[config.mk]
export PLATFORM = sky130hd
export DESIGN_NAME = uart_sram_loader_flat
export DESIGN_NICKNAME = d
export VERILOG_FILES = /design/src/rtl/uart_sram_loader_if.sv /design/src/rtl/uart_sram_loader.sv /design/src/flat_wrapper.sv
export SDC_FILE = /design/constraint.sdc
export NUM_CORES = 1
export LEC_CHECK = 0
export ABC_AREA = 1
export CAP_MARGIN = 15
export CORE_ASPECT_RATIO = 1.25
export CORE_MARGIN = 2
export CORE_UTILIZATION = 49
export CTS_CLUSTER_DIAMETER = 120
export DETAILED_ROUTE_END_ITERATION = 8
export GPL_ROUTABILITY_DRIVEN = 0
export GPL_TIMING_DRIVEN = 1
export HOLD_SLACK_MARGIN = 0.1
export PLACE_DENSITY = 0.78
export SLEW_MARGIN = 20
export SYNTH_ARGS = -nofsm -noshare
export SYNTH_HDL_FRONTEND = slang
export SYNTH_SLANG_ARGS = --single-unit
[constraint.sdc]
create_clock -name clk -period 4.8 [get_ports clk]
set_input_delay 0.72 -clock clk [delete_from_list [all_inputs] [get_ports clk]]
set_output_delay 0.72 -clock clk [all_outputs]
set_load 0.02 [all_outputs]
[src/rtl/uart_sram_loader_if.sv]
// Bus bundle between the UART boot loader, the UART receiver and the SRAM write port.
// The master modport is the loader side; the slave modport is the receiver/SRAM side.
interface uart_sram_loader_if #(
    parameter int ADDR_WIDTH = 32
) ();
    logic [7:0]            rx_data;
    logic                  rx_ready;
    logic                  rx_ack;
    logic                  mem_valid;
    logic                  mem_ready;
    logic [ADDR_WIDTH-1:0] mem_addr;
    logic [31:0]           mem_wdata;
    logic [3:0]            mem_wstrb;
    logic                  core_hold;
    logic                  done;
    logic                  err;

    modport master (
        input  rx_data, rx_ready, mem_ready,
        output rx_ack, mem_valid, mem_addr, mem_wdata, mem_wstrb, core_hold, done, err
    );

    modport slave (
        output rx_data, rx_ready, mem_ready,
        input  rx_ack, mem_valid, mem_addr, mem_wdata, mem_wstrb, core_hold, done, err
    );
endinterface

[src/rtl/uart_sram_loader.sv]
// UART boot loader: parses SYNC/ADDR/LEN/DATA frames and writes 32-bit words to SRAM.
// Define UART_LOADER_CSUM_EN to expect a trailing XOR checksum byte and drive err.
module uart_sram_loader #(
    parameter logic [7:0] SYNC_BYTE  = 8'hA5,
    parameter int         ADDR_WIDTH = 32
) (
    input  logic               clk,
    input  logic               reset,
    uart_sram_loader_if.master bus
);

    typedef enum logic [2:0] {
        IDLE,
        ADDR,
        LEN,
        DATA,
        WRITE,
        FIN
`ifdef UART_LOADER_CSUM_EN
        , CSUM
`endif
    } state_t;

    state_t                state;
    logic [1:0]            holdoff;
    logic                  byte_vld;
    logic [7:0]            rx_byte;
    logic [1:0]            idx;
    logic [31:0]           word;
    logic [15:0]           cnt;
    logic [ADDR_WIDTH-1:0] addr;
    logic                  take;
    logic [31:0]           word_next;
    logic [15:0]           cnt_next;

    // rx_ready lags the receiver by one clock, so it is ignored during the ack cycle and the one after.
    always_comb begin
        take = 1'b0;
        if (bus.rx_ready && holdoff == 2'd0) begin
            case (state)
                IDLE, ADDR, LEN, DATA: take = 1'b1;
`ifdef UART_LOADER_CSUM_EN
                CSUM:                  take = 1'b1;
`endif
                default:               take = 1'b0;
            endcase
        end
    end

    assign word_next = {rx_byte, word[31:8]};
    assign cnt_next  = {rx_byte, cnt[15:8]};

`ifdef UART_LOADER_CSUM_EN
    logic [7:0] csum;

    always_ff @(posedge clk or posedge reset) begin
        if (reset) begin
            csum <= 8'h00;
        end else if (byte_vld) begin
            if (state == IDLE)
                csum <= 8'h00;
            else if (state == ADDR || state == LEN || state == DATA)
                csum <= csum ^ rx_byte;
        end
    end
`else
    assign bus.err = 1'b0;
`endif

    // Bytes are latched on the take edge and interpreted one clock later, when byte_vld is set.
    always_ff @(posedge clk or posedge reset) begin
        if (reset) begin
            state         <= IDLE;
            holdoff       <= 2'd0;
            byte_vld      <= 1'b0;
            rx_byte       <= 8'h00;
            idx           <= 2'd0;
            word          <= 32'h0;
            cnt           <= 16'h0;
            addr          <= '0;
            bus.rx_ack    <= 1'b0;
            bus.mem_valid <= 1'b0;
            bus.mem_addr  <= '0;
            bus.mem_wdata <= 32'h0;
            bus.mem_wstrb <= 4'h0;
            bus.core_hold <= 1'b0;
            bus.done      <= 1'b0;
`ifdef UART_LOADER_CSUM_EN
            bus.err       <= 1'b0;
`endif
        end else begin
            bus.rx_ack <= take;
            byte_vld   <= take;
            bus.done   <= 1'b0;
`ifdef UART_LOADER_CSUM_EN
            bus.err    <= 1'b0;
`endif
            if (take) begin
                rx_byte <= bus.rx_data;
                holdoff <= 2'd2;
            end else if (holdoff != 2'd0) begin
                holdoff <= holdoff - 2'd1;
            end

            case (state)
                IDLE: begin
                    if (byte_vld && rx_byte == SYNC_BYTE) begin
                        state         <= ADDR;
                        bus.core_hold <= 1'b1;
                        idx           <= 2'd0;
                    end
                end
                ADDR: begin
                    if (byte_vld) begin
                        word <= word_next;
                        idx  <= idx + 2'd1;
                        if (idx == 2'd3) begin
                            addr  <= word_next[ADDR_WIDTH-1:0];
                            idx   <= 2'd0;
                            state <= LEN;
                        end
                    end
                end
                LEN: begin
                    if (byte_vld) begin
                        cnt <= cnt_next;
                        idx <= idx + 2'd1;
                        if (idx == 2'd1) begin
                            idx <= 2'd0;
                            if (cnt_next != 16'd0) begin
                                state <= DATA;
                            end else begin
`ifdef UART_LOADER_CSUM_EN
                                state         <= CSUM;
`else
                                state         <= FIN;
                                bus.core_hold <= 1'b0;
                                bus.done      <= 1'b1;
`endif
                            end
                        end
                    end
                end
                DATA: begin
                    if (byte_vld) begin
                        word <= word_next;
                        idx  <= idx + 2'd1;
                        if (idx == 2'd3) begin
                            idx           <= 2'd0;
                            state         <= WRITE;
                            bus.mem_valid <= 1'b1;
                            bus.mem_addr  <= {addr[ADDR_WIDTH-1:2], 2'b00};
                            bus.mem_wdata <= word_next;
                            bus.mem_wstrb <= 4'hF;
                        end
                    end
                end
                WRITE: begin
                    if (bus.mem_ready) begin
                        bus.mem_valid <= 1'b0;
                        bus.mem_wstrb <= 4'h0;
                        addr          <= addr + ADDR_WIDTH'(4);
                        cnt           <= cnt - 16'd1;
                        if (cnt != 16'd1) begin
                            state <= DATA;
                        end else begin
`ifdef UART_LOADER_CSUM_EN
                            state         <= CSUM;
`else
                            state         <= FIN;
                            bus.core_hold <= 1'b0;
                            bus.done      <= 1'b1;
`endif
                        end
                    end
                end
`ifdef UART_LOADER_CSUM_EN
                CSUM: begin
                    if (byte_vld) begin
                        state         <= FIN;
                        bus.core_hold <= 1'b0;
                        if (rx_byte == csum)
                            bus.done <= 1'b1;
                        else
                            bus.err  <= 1'b1;
                    end
                end
`endif
                FIN: begin
                    state <= IDLE;
                end
                default: begin
                    state <= IDLE;
                end
            endcase
        end
    end

endmodule

[src/flat_wrapper.sv]
// flat-port wrapper written by rule: the top's interface ports become plain ports
module uart_sram_loader_flat 
#(
    parameter logic [7:0] SYNC_BYTE  = 8'hA5,
    parameter int         ADDR_WIDTH = 32
)
  (clk, reset, bus_rx_data, bus_rx_ready, bus_mem_ready, bus_rx_ack, bus_mem_valid, bus_mem_addr, bus_mem_wdata, bus_mem_wstrb, bus_core_hold, bus_done, bus_err);
  uart_sram_loader_if #(.ADDR_WIDTH(ADDR_WIDTH)) bus_i ();
  input  logic clk;
  input  logic reset;
  input wire logic [$bits(bus_i.rx_data)-1:0] bus_rx_data;
  input wire logic [$bits(bus_i.rx_ready)-1:0] bus_rx_ready;
  input wire logic [$bits(bus_i.mem_ready)-1:0] bus_mem_ready;
  output wire logic [$bits(bus_i.rx_ack)-1:0] bus_rx_ack;
  output wire logic [$bits(bus_i.mem_valid)-1:0] bus_mem_valid;
  output wire logic [$bits(bus_i.mem_addr)-1:0] bus_mem_addr;
  output wire logic [$bits(bus_i.mem_wdata)-1:0] bus_mem_wdata;
  output wire logic [$bits(bus_i.mem_wstrb)-1:0] bus_mem_wstrb;
  output wire logic [$bits(bus_i.core_hold)-1:0] bus_core_hold;
  output wire logic [$bits(bus_i.done)-1:0] bus_done;
  output wire logic [$bits(bus_i.err)-1:0] bus_err;
  assign bus_i.rx_data = bus_rx_data;
  assign bus_i.rx_ready = bus_rx_ready;
  assign bus_i.mem_ready = bus_mem_ready;
  assign bus_rx_ack = bus_i.rx_ack;
  assign bus_mem_valid = bus_i.mem_valid;
  assign bus_mem_addr = bus_i.mem_addr;
  assign bus_mem_wdata = bus_i.mem_wdata;
  assign bus_mem_wstrb = bus_i.mem_wstrb;
  assign bus_core_hold = bus_i.core_hold;
  assign bus_done = bus_i.done;
  assign bus_err = bus_i.err;
  uart_sram_loader #(.SYNC_BYTE(SYNC_BYTE), .ADDR_WIDTH(ADDR_WIDTH)) u_core (.clk(clk), .reset(reset), .bus(bus_i));
endmodule
# Yosys cells after proc, flatten, opt, wreduce, memory -nomap -nowiden
# Index checks and enable logic that the tools add are counted.
[classes] n_mux=49 eq_ne=19 n_addsub=4 n_reduce_logical=22
[op_table] operator="32-bit 2-to-1 mux" n=3
[op_table] operator="32-bit one-hot mux with 2 select lines" n=1
[op_table] operator="32-bit by 3-bit adder with 32-bit output (second input constant)" n=1
[op_table] operator="16-bit 2-to-1 mux" n=2
[op_table] operator="16-bit one-hot mux with 2 select lines" n=1
[op_table] operator="3-bit 2-to-1 mux" n=10
[op_table] operator="1-bit 2-to-1 mux" n=16
[op_table] operator="16-bit by 1-bit inequality test with 1-bit output (second input constant)" n=1
[op_table] operator="2-bit by 1-bit inequality test with 1-bit output (second input constant)" n=8
[op_table] operator="16-bit nonzero test" n=1
[op_table] operator="16-bit by 1-bit subtractor with 16-bit output (second input constant)" n=1
[op_table] operator="3-bit one-hot mux with 5 select lines" n=1
[op_table] operator="2-bit 2-to-1 mux" n=7
[op_table] operator="4-bit 2-to-1 mux" n=3
[op_table] operator="4-bit AND reduction" n=3
[op_table] operator="2-bit nonzero test" n=5
[op_table] operator="8-bit == test (second input constant)" n=1
[op_table] operator="4-bit one-hot mux with 2 select lines" n=1
[op_table] operator="8-bit AND reduction" n=1
[op_table] operator="7-bit AND reduction" n=1
[op_table] operator="3-bit by 2-bit == test with 1-bit output (second input constant)" n=2
[op_table] operator="2-bit inequality test (second input constant)" n=3
[op_table] operator="2-bit one-hot mux with 3 select lines" n=1
[op_table] operator="3-bit AND reduction" n=2
[op_table] operator="other kinds (15)" n=18
[totals] wordCells=108 out_inout_bits=73 reg_bits=165 inputBits=12

# Longest topological paths before layout
[depth] word_depth=5 mapped_depth=10 depth_no_buf=10

# Worst setup path after synthesis
# Ideal clock, no wire load.
[synth_path] kind="input -> register" startpoint="input bus_mem_ready" endpoint="register u_core.addr[21]" arrival_time_ns=1.388 n_path_buf=1 required_ns=4.683 setup_time_ns=0.117 path_stages=8 slack_ns=3.295 path_cell_list="inv_1 -> o22ai_2 -> nand2_2 -> inv_2 -> buf_6 -> nand2_1 -> o21ai_1 -> inv_2"
[synth_between] elab_chain_len=2
[synth_rtl] element="start, declared" line="flat_wrapper.sv:13" text="input wire logic [$bits(bus_i.mem_ready)-1:0] bus_mem_ready;"
[synth_rtl] element="2-bit inequality test (no line)"
[synth_rtl] element="4-bit AND reduction (no line)"
[synth_rtl] element="end signal, assigned" line="uart_sram_loader.sv:118" text="addr <= word_next[ADDR_WIDTH-1:0];"
[synth_rtl] element="end signal, assigned" line="uart_sram_loader.sv:162" text="addr <= addr + ADDR_WIDTH'(4);"
[synth_rtl] element="end, declared" line="uart_sram_loader.sv:31" text="logic [ADDR_WIDTH-1:0] addr;"
# No other way between the ends.
# A chain may end at the register's enable or synchronous reset.

# Final worst setup path
[layout_path] startpoint="register u_core.state[1]" endpoint="register u_core.addr[19]"
[layout_between] elab_chain_len=3 elab_cells_between_ends=8 classes_between="eq/ne: 5; mux: 1; reduce/logical: 2"
[layout_rtl] element="start, declared" line="uart_sram_loader.sv:24" text="state_t state;"
[layout_rtl] element="start signal, assigned" line="uart_sram_loader.sv:73" text="state <= IDLE;"
[layout_rtl] element="start signal, assigned" line="uart_sram_loader.sv:108" text="state <= ADDR;"
[layout_rtl] element="start signal, assigned" line="uart_sram_loader.sv:120" text="state <= LEN;"
[layout_rtl] element="3-bit by 1-bit == test with 1-bit output / 3-bit == test (equally long branches)" line="uart_sram_loader.sv:105" text="case (state)"
[layout_rtl] element="2-bit by 1-bit inequality test with 1-bit output (no line) (tied with other cells)"
[layout_rtl] element="4-bit AND reduction (no line)"
# Several ways; a longest one is shown, not always the timed one.

==> impl_metrics.toml <==
[layout]
final_util_pct = 60.1
fin_area_um2 = 9020
fillCellCount = 1335
drive_gt1_share_pct = 5.77
antenna_cells = 0
seq_area_um2 = 3780
final_nets = 1064
multi_input_area_um2 = 3150
synthToLayoutAreaGrowth_pct = 19.3

[synth]
ys_types = 35
synthCells = 979
yosysSeqAreaShare_pct = 50.0
syn_avg_cell_area_um2 = 7.72
synthArstFlopShare_pct = 100
yosys.area.top_type = "dfrtp_1"
synth_edf_count = 0
ys_seq_elements = 151
syn_area_um2 = 7560
ys_top_cells_by_area = "dfrtp_1 (50%), nand2_1 (14%), o21ai_0 (6.5%)"
synthDominantCellAreaShare_pct = 50.0
synth_flop_cell = "dfrtp_1"
yosysWarnings = 0

[clocking]
cts.sinks = 151
cts_tree = "done"
root_buffer = "clkbuf_16"
clk_pin_slew_ns = 0.06
cts_max_level = 4
cts_inserted_buffers = 17
cts_setup_buffers = 0
clock_latency_ns = 0.43
ctsResizeCount = 0
cts_max_path_buffers = 2
ctsHoldBuffers = 0

[power_and_ir_drop]
p_leak_nw = 4.20
p_seq_share_pct = 36.7
swShare_pct = 41.5
p_int_mw = 3.57
pwr-share-clk_pct = 21.7
power.switching_mw = 2.52
ir_drop_mv = 0.390
combPwrFrac_pct = 41.6
power.density_nw_per_um2 = 675

[drt]
ant_nets = 0
avgRoutedWirePerCell_um = 14.6
drtPass1Iterations = 5
vias = 6490
drc = 0
drt-initial-drc-count = 440
via_per_inst = 5.24
wl_mm = 18.0

[timing]
max_freq_ghz = 0.394
slew_headroom_pct = 31.1
clock_skew_ns = 0.00989
period_share_pct = 52.9
finalSetupTns_ns = 0
maxSlewViolCount = 0
tightest_slew_ns = 1.03
finalCriticalPeriod_ns = 2.54
timing_hold_violations_final = 0
rsz0062_at_grt = "no"
setup_viol = 0
hold_ws_ns = 0.478

[worst_setup_path]
r2r_slack_ns = 2.26
path_depth = 10
cp_max_fo = 53
cp.buffers_inverters = 4
cp_data_required_time_ns = 5.13
critPathTopFamily = "buffers and inverters"
critical_path_arrival_ns = 2.87
worstRegToRegCells = 10
timing.rr.start = "u_core.state[1]$_DFFE_PP0P_"
crit_path_max_incr_delay_ns = 0.51
start_kind = "flop"
timing.rr.end = "u_core.addr[19]$_DFFE_PP0P_"
cpMaxStageDelayCell = "dfrtp_1"
crit_chain = "inv_2, nand3_2, buf_4, o22ai_2, nand2_2, inv_2, o21ai_0, nand2_1, nand2_1, inv_1"
critical_path_class = "flop to flop"
end_kind = "flop"

[floorplan]
pin_count = 85
core_area_um2 = 15000
die-area_um2 = 16400
floorplan.initialDensity_pct = 50.4
num_rows = 50
die_w_um = 115
dieHeight_um = 143

[hold_path]
hold_class = "flop to flop"
holdCritStartpoint = "u_core.bus.mem_addr[11]$_DFFE_PP0P_"
worstHoldPathCells = 2
whs_endpoint = "u_core.bus.mem_addr[11]$_DFFE_PP0P_"

[flow_run]
cap_violations = 0

[global_routing]
first_global_vias = 6168
grt_pass1_wl_mm = 29.9
grt_overflow_total = 0
grt_max_degree = 111
grtUsageTotal_pct = 23.3
antenna_found_initial = 0

[place]
dp_hpwl_mm = 12.7
port_buffers = 81
dpl_cell_area_um2 = 8410

[outcome]
status = "finished clean"
[cell type report]
cell class / instances / share of cell area (%)
clock inverter: 10 / 1.32
tap: 182 / 2.52
clock buffer: 21 / 5.11
sequential: 151 / 41.9
timing repair buffer: 88 / 9.79
inverter: 105 / 4.43
multi-input combinational: 682 / 34.9
[cells in the mapped netlist, drive strengths merged, types with 2 or more instances]
master  instances
buf            32
dfrtp         151
a21oi          46
o211ai          3
inv           104
clkbuf         11
nor3            3
o22ai           5
nor2          126
ha              7
nand2         280
nand3b          3
o21a            2
mux2            6
xor2            7
nand3          48
o21ai         133
nand4           7
[sequential cells by signal (all words and copies together), names as in the netlist]
signal and count:
u_core.bus.done 1, u_core.bus.rx_ack 1, u_core.addr 30, u_core.cnt 16
u_core.state 3, u_core.word 24, u_core.bus.mem_wstrb 1, u_core.bus.core_hold 1
u_core.bus.mem_addr 30, u_core.idx 2, u_core.rx_byte 8, u_core.holdoff 2
u_core.bus.mem_wdata 32
[cell families after synthesis]
logic type / after synthesis / share of synthesized area, %
AOI/OAI and AO/OA: 191 / 13.0
xor gates and xnor gates: 7 / 0.811
adders and majority gates: 7 / 1.16
buffers and inverters: 148 / 8.56
DFF: 151 / 50.0
muxes: 6 / 1.19
other: 1 / 0.0496
and+or+nand+nor: 468 / 25.2
[cells in the final DEF, fill, tap and decap left out, drive strengths merged]
| master | netlist | layout |
|---|---|---|
| a21oi | 46 | 46 |
| a22oi | 1 | 1 |
| buf | 32 | 7 |
| bufinv | 0 | 2 |
| clkbuf | 11 | 21 |
| clkdlybuf4s50 | 0 | 81 |
| clkinv | 1 | 3 |
| clkinvlp | 0 | 3 |
| conb | 1 | 3 |
| dfrtp | 151 | 151 |
| ha | 7 | 7 |
| inv | 104 | 107 |
| mux2 | 6 | 6 |
| nand2 | 280 | 280 |
| nand3 | 48 | 48 |
| nand3b | 3 | 3 |
| nand4 | 7 | 7 |
| nor2 | 126 | 126 |
| nor3 | 3 | 3 |
| nor4 | 1 | 1 |
| o211ai | 3 | 3 |
| o21a | 2 | 2 |
| o21ai | 133 | 133 |
| o22ai | 5 | 5 |
| o31ai | 1 | 1 |
| xor2 | 7 | 7 |
[worst register-to-register path, cell delays in order, from the launching register on]
cell,delay [ns]
dfrtp_1,0.51
inv_2,0.10
nand3_2,0.08
buf_4,0.45
o22ai_2,0.14
nand2_2,0.42
inv_2,0.40
o21ai_0,0.18
nand2_1,0.07
nand2_1,0.06
inv_1,0.04
[power groups by stage]
stage / logic, mW / registers (mW) / clock network [mW]
after global routing: 2.85 / 2.30 / 1.39
after detailed placement: 2.54 / 2.25 / 0
final: 2.54 / 2.23 / 1.32
after CTS: 2.55 / 2.23 / 1.33
after floorplan: 1.52 / 2.38 / 0
after global placement: 2.47 / 2.23 / 0
[worst max-delay path by stage]
stage | from | end | slack [ns]
detailed placement | bus_mem_ready | u_core.addr[14]$_DFFE_PP0P_ | 2.09
finish | u_core.state[1]$_DFFE_PP0P_ | u_core.addr[19]$_DFFE_PP0P_ | 2.26
floorplan | reset | u_core.addr[10]$_DFFE_PP0P_ | 0.02
global route | u_core.state[1]$_DFFE_PP0P_ | u_core.addr[14]$_DFFE_PP0P_ | 2.05
CTS | u_core.state[1]$_DFFE_PP0P_ | u_core.addr[19]$_DFFE_PP0P_ | 2.31
global placement | bus_mem_ready | u_core.addr[19]$_DFFE_PP0P_ | 2.10
[metal layers]
metal	GRT usage (%)	vias to the layer above	wire length [um]
met1	28.7	3011	7610
met4	11.4	0	711
met2	39.3	188	9020
met5	0	-	0
met3	4.16	41	699
li1	-	3250	-
[metrics by stage]
step                      setup WS, ns  instances  power (mW)
final                             2.26       1239        6.09
after global routing              2.05       1239        6.54
after CTS                         2.31       1238        6.11
after detailed placement          2.09       1207        4.78
after global placement            2.10       1207        4.70
after floorplan                 0.0153        981        3.90
(Power assumes the default switching activity.)
